===== src/rtl/spec_free_list.sv =====
`default_nettype none
// spec_free_list: circular free list of physical register tags feeding rename (rev 1.0).
// Up to four pops and four commit releases per cycle; recovery snaps head back to tail.
module spec_free_list #(
  parameter int SIZE_PHYSICAL_TABLE = 96,
  parameter int SIZE_PHYSICAL_LOG   = 7,
  parameter int SIZE_RMT            = 32,
  parameter int SIZE_FREE_LIST      = 64,
  parameter int SIZE_FREE_LIST_LOG  = 6
) (
  input  logic                          clk,
  input  logic                          reset,
  input  logic                          popValid0_i,
  input  logic                          popValid1_i,
  input  logic                          popValid2_i,
  input  logic                          popValid3_i,
  output logic [SIZE_PHYSICAL_LOG-1:0]  freePhyReg0_o,
  output logic [SIZE_PHYSICAL_LOG-1:0]  freePhyReg1_o,
  output logic [SIZE_PHYSICAL_LOG-1:0]  freePhyReg2_o,
  output logic [SIZE_PHYSICAL_LOG-1:0]  freePhyReg3_o,
  output logic                          freeListEmpty_o,
  output logic [SIZE_FREE_LIST_LOG:0]   freeCnt_o,
  input  logic                          releasedValid0_i,
  input  logic                          releasedValid1_i,
  input  logic                          releasedValid2_i,
  input  logic                          releasedValid3_i,
  input  logic [SIZE_PHYSICAL_LOG-1:0]  releasedPhyMap0_i,
  input  logic [SIZE_PHYSICAL_LOG-1:0]  releasedPhyMap1_i,
  input  logic [SIZE_PHYSICAL_LOG-1:0]  releasedPhyMap2_i,
  input  logic [SIZE_PHYSICAL_LOG-1:0]  releasedPhyMap3_i,
  input  logic                          recoverFlag_i
);

  localparam int PTR_W = SIZE_FREE_LIST_LOG;
  localparam int CNT_W = SIZE_FREE_LIST_LOG + 1;
  localparam int TAG_W = SIZE_PHYSICAL_LOG;

  if ((SIZE_FREE_LIST != SIZE_PHYSICAL_TABLE - SIZE_RMT) ||
      (SIZE_FREE_LIST != (1 << SIZE_FREE_LIST_LOG))) begin : g_size_check
    $error("spec_free_list: inconsistent free-list sizing");
  end

  logic [TAG_W-1:0] list_q [SIZE_FREE_LIST];
  logic [PTR_W-1:0] headPtr_q, headPtr_d;
  logic [PTR_W-1:0] tailPtr_q, tailPtr_d;
  logic [CNT_W-1:0] freeCnt_q, freeCnt_d;

  logic [3:0]       popVld;
  logic [3:0]       relVld;
  logic [TAG_W-1:0] relTag [4];
  logic [TAG_W-1:0] popTag [4];
  logic [2:0]       popOff [4];
  logic [2:0]       relOff [4];
  logic [2:0]       nPop;
  logic [2:0]       nPush;
  logic [2:0]       nPopEff;
  logic             empty;

  assign popVld    = {popValid3_i, popValid2_i, popValid1_i, popValid0_i};
  assign relVld    = {releasedValid3_i, releasedValid2_i, releasedValid1_i, releasedValid0_i};
  assign relTag[0] = releasedPhyMap0_i;
  assign relTag[1] = releasedPhyMap1_i;
  assign relTag[2] = releasedPhyMap2_i;
  assign relTag[3] = releasedPhyMap3_i;

  // Each active slot's offset is the number of active slots below it (compaction).
  always_comb begin
    popOff[0] = '0;
    relOff[0] = '0;
    for (int k = 1; k < 4; k++) begin
      popOff[k] = popOff[k-1] + 3'(popVld[k-1]);
      relOff[k] = relOff[k-1] + 3'(relVld[k-1]);
    end
    nPop  = popOff[3] + 3'(popVld[3]);
    nPush = relOff[3] + 3'(relVld[3]);
    for (int k = 0; k < 4; k++) begin
      popTag[k] = list_q[headPtr_q + PTR_W'(popOff[k])];
    end
  end

  assign empty   = (freeCnt_q < CNT_W'(4));
  assign nPopEff = empty ? 3'd0 : nPop;

  always_comb begin
    headPtr_d = headPtr_q + PTR_W'(nPopEff);
    tailPtr_d = tailPtr_q + PTR_W'(nPush);
    freeCnt_d = freeCnt_q + CNT_W'(nPush) - CNT_W'(nPopEff);
    // Everything popped since the last release is still in [tail, head); rewinding head frees it.
    if (recoverFlag_i) begin
      headPtr_d = tailPtr_q;
      tailPtr_d = tailPtr_q;
      freeCnt_d = CNT_W'(SIZE_FREE_LIST);
    end
  end

  always_ff @(posedge clk or negedge reset) begin
    if (!reset) begin
      headPtr_q <= '0;
      tailPtr_q <= '0;
      freeCnt_q <= CNT_W'(SIZE_FREE_LIST);
      for (int i = 0; i < SIZE_FREE_LIST; i++) begin
        list_q[i] <= TAG_W'(SIZE_RMT + i);
      end
    end else begin
      headPtr_q <= headPtr_d;
      tailPtr_q <= tailPtr_d;
      freeCnt_q <= freeCnt_d;
      if (!recoverFlag_i) begin
        for (int k = 0; k < 4; k++) begin
          if (relVld[k]) begin
            list_q[tailPtr_q + PTR_W'(relOff[k])] <= relTag[k];
          end
        end
      end
    end
  end

  assign freePhyReg0_o   = popTag[0];
  assign freePhyReg1_o   = popTag[1];
  assign freePhyReg2_o   = popTag[2];
  assign freePhyReg3_o   = popTag[3];
  assign freeListEmpty_o = empty;
  assign freeCnt_o       = freeCnt_q;

endmodule
`default_nettype wire


===== config.mk =====
export PLATFORM = sky130hd
export DESIGN_NAME = spec_free_list
export DESIGN_NICKNAME = d
export VERILOG_FILES = /design/src/rtl/spec_free_list.sv
export SDC_FILE = /design/constraint.sdc
export NUM_CORES = 2
export LEC_CHECK = 0
export ABC_AREA = 1
export CELL_PAD_IN_SITES_DETAIL_PLACEMENT = 2
export CELL_PAD_IN_SITES_GLOBAL_PLACEMENT = 2
export CORE_MARGIN = 2
export CORE_UTILIZATION = 31
export CTS_CLUSTER_DIAMETER = 60
export DETAILED_ROUTE_END_ITERATION = 7
export MAX_ROUTING_LAYER = met4
export PLACE_DENSITY_LB_ADDON = 0.05
export SETUP_SLACK_MARGIN = 0.02
export SLEW_MARGIN = 20
export SYNTH_ARGS = -nofsm -noshare
export SYNTH_HDL_FRONTEND = slang
export SYNTH_SLANG_ARGS = --single-unit

===== constraint.sdc =====
create_clock -name clk -period 3.8 [get_ports clk]
set_clock_uncertainty 0.1 [all_clocks]
set_input_delay 0.57 -clock clk [delete_from_list [all_inputs] [get_ports clk]]
set_output_delay 0.57 -clock clk [all_outputs]
set_load 0.005 [all_outputs]

* Yosys cells after proc, flatten, opt, wreduce, memory -nomap -nowiden
Cells that the tools add are included.
** Word-level totals
- Logic and storage cells :: 142
- Output and inout bits :: 36
- Input port bits :: 39
- Register bits after elaboration :: 467
** Operators by class
- Add/sub/neg operators :: 16
- Reductions and logical operators :: 4
- Magnitude comparators :: 13
- Multiplexer cells :: 34
- Bitwise operators :: 8
** Operators with widths (count)
- two-way mux 448 bit :: 7
- bitwise mux 448 bit :: 4
- binary-select mux 7 bit (select 6 bit) :: 4
- demux 7 bit (select 6 bit) :: 4
- two-way mux 7 bit :: 13
- >= comparator 7 bit (second input constant) :: 8
- NOT 6 -> 7 bit :: 8
- < comparator 7 x 1 -> 1 bit (second input constant) :: 4
- adder 6 x 3 -> 6 bit :: 4
- adder 6 x 1 -> 6 bit :: 2
- adder 6 x 2 -> 6 bit :: 2
- adder 7 x 3 -> 7 bit :: 1
- < comparator 7 x 3 -> 1 bit (second input constant) :: 1
- subtractor 7 x 3 -> 7 bit :: 1
- adder 2 x 1 -> 3 bit :: 2
- adder 3 x 1 -> 3 bit :: 2
- two-way mux 6 bit :: 1
- adder 1 x 1 -> 2 bit :: 2
- logical AND 1 bit :: 4
- two-way mux 3 bit :: 1

* Depth between registers and ports, before layout
- Depth in word-level cells :: 16
- Depth in mapped cells :: 20
- Depth with buffers taken out :: 20

* Least setup slack after synthesis
Ideal clock, no wire load.
- Path kind :: input -> output
- Start point :: input port popValid0_i
- End point :: output port freePhyReg3_o[0]
- Stages on the path :: 15
- Data arrival time :: 3.212 ns
- Data required time :: 3.130 ns
- Path buffers :: 3
- Slack :: -0.082 ns
- Path through :: fa_1 > ha_1 > inv_1 > fa_1 > clkbuf_1 > clkbuf_1 > clkbuf_1 > o21ai_0 > o21ai_0 > nand2_1 > nand3_1 > nand3_1 > nand2_1 > nand2_1 > nand2_1
** Between the ends
- Longest elaborated chain between the ends :: 7
** Ends and longest elaborated chain
- start: declaration :: line 13 : input logic popValid0_i,
- adder 1 x 1 -> 2 bit :: line 71 : popOff[k] = popOff[k-1] + 3'(popVld[k-1]);
- adder 2 x 1 -> 3 bit :: line 71
- adder 6 x 3 -> 6 bit :: line 77 : popTag[k] = list_q[headPtr_q + PTR_W'(popOff[k])];
- NOT 6 -> 7 bit (implied by the code) :: line 77
- binary-select mux 7 bit (select 6 bit) :: line 77
- two-way mux 7 bit (implied by the code) (2 in a row) :: line 77
- end: declaration :: line 20 : output logic [SIZE_PHYSICAL_LOG-1:0] freePhyReg3_o,
Every way passes these cells. The select of a mux whose other input is x is not followed.

* Worst setup path after layout
- Start point :: input port popValid0_i
- End point :: output port freePhyReg3_o[6]
The elaborated chain is that of the path after synthesis.

==> results.cfg <==
[logic_synthesis]
yosysTopAreaCellShare_pct = 21.2
syn_inst = 11006
yosys.area.top_type = nand2_1
yosys_warnings = 0
syn_nets = 11096
syn-cell-area_um2 = 60500
synth_common_cells = 3417 x nand2_1, 1567 x nand3_1, 1003 x nor2_1, 1003 x o21ai_0, 976 x a21oi_1
synth-edff-count = 0
yosys-top-cells-area = nand2_1 21%, nand3_1 13%, dfrtp_1 10%, dfstp_2 9.8%, o21ai_0 8.3%
syn_area_per_cell_um2 = 5.49
ys_seq_elements = 467
synth_most_common_cell = nand2_1
seq_area_frac_synth_pct = 19.8
async_flop_share_pct = 100
synthFlopType = dfrtp_1
synth_cell_type_count = 42

[clocking]
htreeDepth = 3
cts_root_buffer = clkbuf_16
clockBufferDepth = 3
clk_pin_slew_ns = 0.05
cts_sinks = 467
cts_tree = built
cts_buffers = 95
clk_latency_ns = 0.76

[detailed_routing]
first_iter_violations = 8568
ant_nets = 0
vias_per_cell = 6.28
wl_per_cell_um = 34.4
post-route-drc-count = 0
vias = 85963
wl_mm = 471
drt-pass1-iter-count = 5

[cells_and_area]
final_area_um2 = 77800
fin_util_pct = 40.0
fin_cells = 13697
layout-drive-gt1-share_pct = 17.5
finalNetCount = 11142
syn2layout_area_growth_pct = 28.7
n_fill_cell = 23819

[critical_path]
end_kind = output pin
path_buf_inv = 7
path_class = primary input to output pin
start_kind = primary input
cp_max_fo = 5
critPathArrivalTime_ns = 3.99
crit_path_max_incr_delay_ns = 0.96
crit_required_ns = 3.13
slowest_stage = fa_4
worstPathCellList = buf_6 > fa_2 > ha_4 > inv_4 > fa_4 > buf_12 > buf_12 > buf_16 > buf_6 > a21oi_2 > o21ai_1 > nand3_1 > nand2_2 > nand2_4 > nand3_4 > nand2_4 > nand2_4 > nand2_8 > buf_6
crit_family = adder cells
rrSetupSlack_ns = 0.34

[timing]
worst_slew_pin_slew_ns = 1.06
setup_slack_ns = -0.855
setup-violations-final = 28
hold_slack_ns = 0.161
tns_ns = -17.41
rsz0062_at_grt = yes
maxSlewViolCount = 0
hold_violations = 0
post-route-period-util_pct = 123
max_slew_margin_pct = 29.2
fmax_mhz = 215
fin_crit_ns = 4.66

[global_routing]
grt_pass1_vias = 87734
grt-ovfl-total = 0
use_met2_pct = 71.2
grt_pass1_wl_mm = 657
antenna_found_initial = 17
grt_most_used_layer = met2
gr-usage-met3_pct = 7.70
grt_use_met1_pct = 55.0
grt_start_max_net_pins = 188
grtUsageTotal_pct = 47.1

[status]
violations = negative setup slack
outcome = finished with violations

[placed_design]
placed_area_um2 = 69300
place_inst = 13375
port-buffer-count = 74
place_ws_ns = -2.10
gp_congestion = 1.02
place_hpwl_mm = 317

[pwr]
leakage_nw = 36.1
power_mw = 91.7
powerDensity_nw_per_um2 = 1180
irDropWorstVdd_mv = 0.613

[floorplanning]
core_um2 = 194000
die-height_um = 446
initial_utilization_pct = 31.1
dieArea_um2 = 199000
ios = 75
die_x_um = 446
num_rows = 162

[run]
drv_cap = 0

[min_path]
hold_path.class = primary input to register
## logic make-up (layout without fill, tap and decap cells)
kind of cell | after synthesis | after routing | share of synthesized area (%)
DFF | 467 | 467 | 19.8
other | 0 | 20 | 0
adders and majority gates | 51 | 51 | 1.22
buffers and inverters | 1804 | 1933 | 12.1
AOI/OAI and AO/OA | 2399 | 2399 | 21.2
and+or+nand+nor | 6265 | 6265 | 45.4
xor gates and xnor gates | 20 | 20 | 0.333
## layer usage
layer | part of all wire [%] | routed length (um)
met5 | 0 | 0
met4 | 9.7 | 45800
met3 | 7.1 | 33300
met2 | 44 | 209000
met1 | 39 | 183000
## repair_timing
action / 4_1_cts / 5_1_grt
buffers inserted: 85 / 16
cloned: 32 / 13
setup endpoints to repair: 31 / 56
pin swaps: 229 / 159
resized for setup: 812 / 184
hold buffers: 1 / 0
endpoints found under the hold margin: 18 / 0
## final timing paths
kind / cells after the start / startpoint / to
setup reg to reg: 20 / freeCnt_o[3] / freeCnt_o[6]
hold / removal: 3 / recoverFlag_i / list_q[285]
min in group asynchronous: 2 / reset / list_q[213]
hold reg to reg: 2 / list_q[238] / list_q[238]
setup / recovery: 19 / popValid0_i / freePhyReg3_o[6]
max in group asynchronous: 3 / reset / list_q[310]
## final cells by class
cell class,count,area (um2),area share [%]
Multi-Input combinational cell,8735,44100,56.7
Inverter,836,3250,4.18
Clock buffer,133,2740,3.53
Timing Repair Buffer,917,11800,15.1
Tap cell,2542,3180,4.09
Clock inverter,47,682,0.876
Sequential cell,467,12000,15.4
Antenna cell,20,50.0,0.0643
## state kept, by name, summed over array words and instances, names as in the netlist
name	flops
freeCnt_o	7
headPtr_q	6
list_q	448
tailPtr_q	6
## worst min-delay path, delay by kind of cell
| family | cells | cell delay (ns) |
|---|---|---|
| buffers and inverters | 1 | 0.21 |
| and+or+nand+nor | 2 | 0.19 |
## power breakdown
part           total (mW)  internal, mW  switching, mW
registers            12.5          7.79           4.75
logic                69.7          24.4           45.2
clock network        9.53          5.98           3.55
## cell usage in the layout, fill, tap and decap left out, drive strengths merged
cell type      instances
nand2               3439
clkbuf               144
inv                  834
nand3               1583
bufinv                14
nor2                1082
xor2                  18
dlymetal6s2s           4
clkdlybuf4s50         38
nor3                   9
diode                 20
dfstp                225
dlygate4sd3            1
or2                    2
o211ai               304
o21ai               1097
a21o                   1
nand4                149
clkdlybuf4s15          1
ha                    38
and2                   1
bufbuf                 8
clkinv                23
a21oi                976
dfrtp                242
buf                  854
fa                    13
o22ai                 21
xnor2                  2
clkinvlp              12
Power figures use the tool's default switching activity.
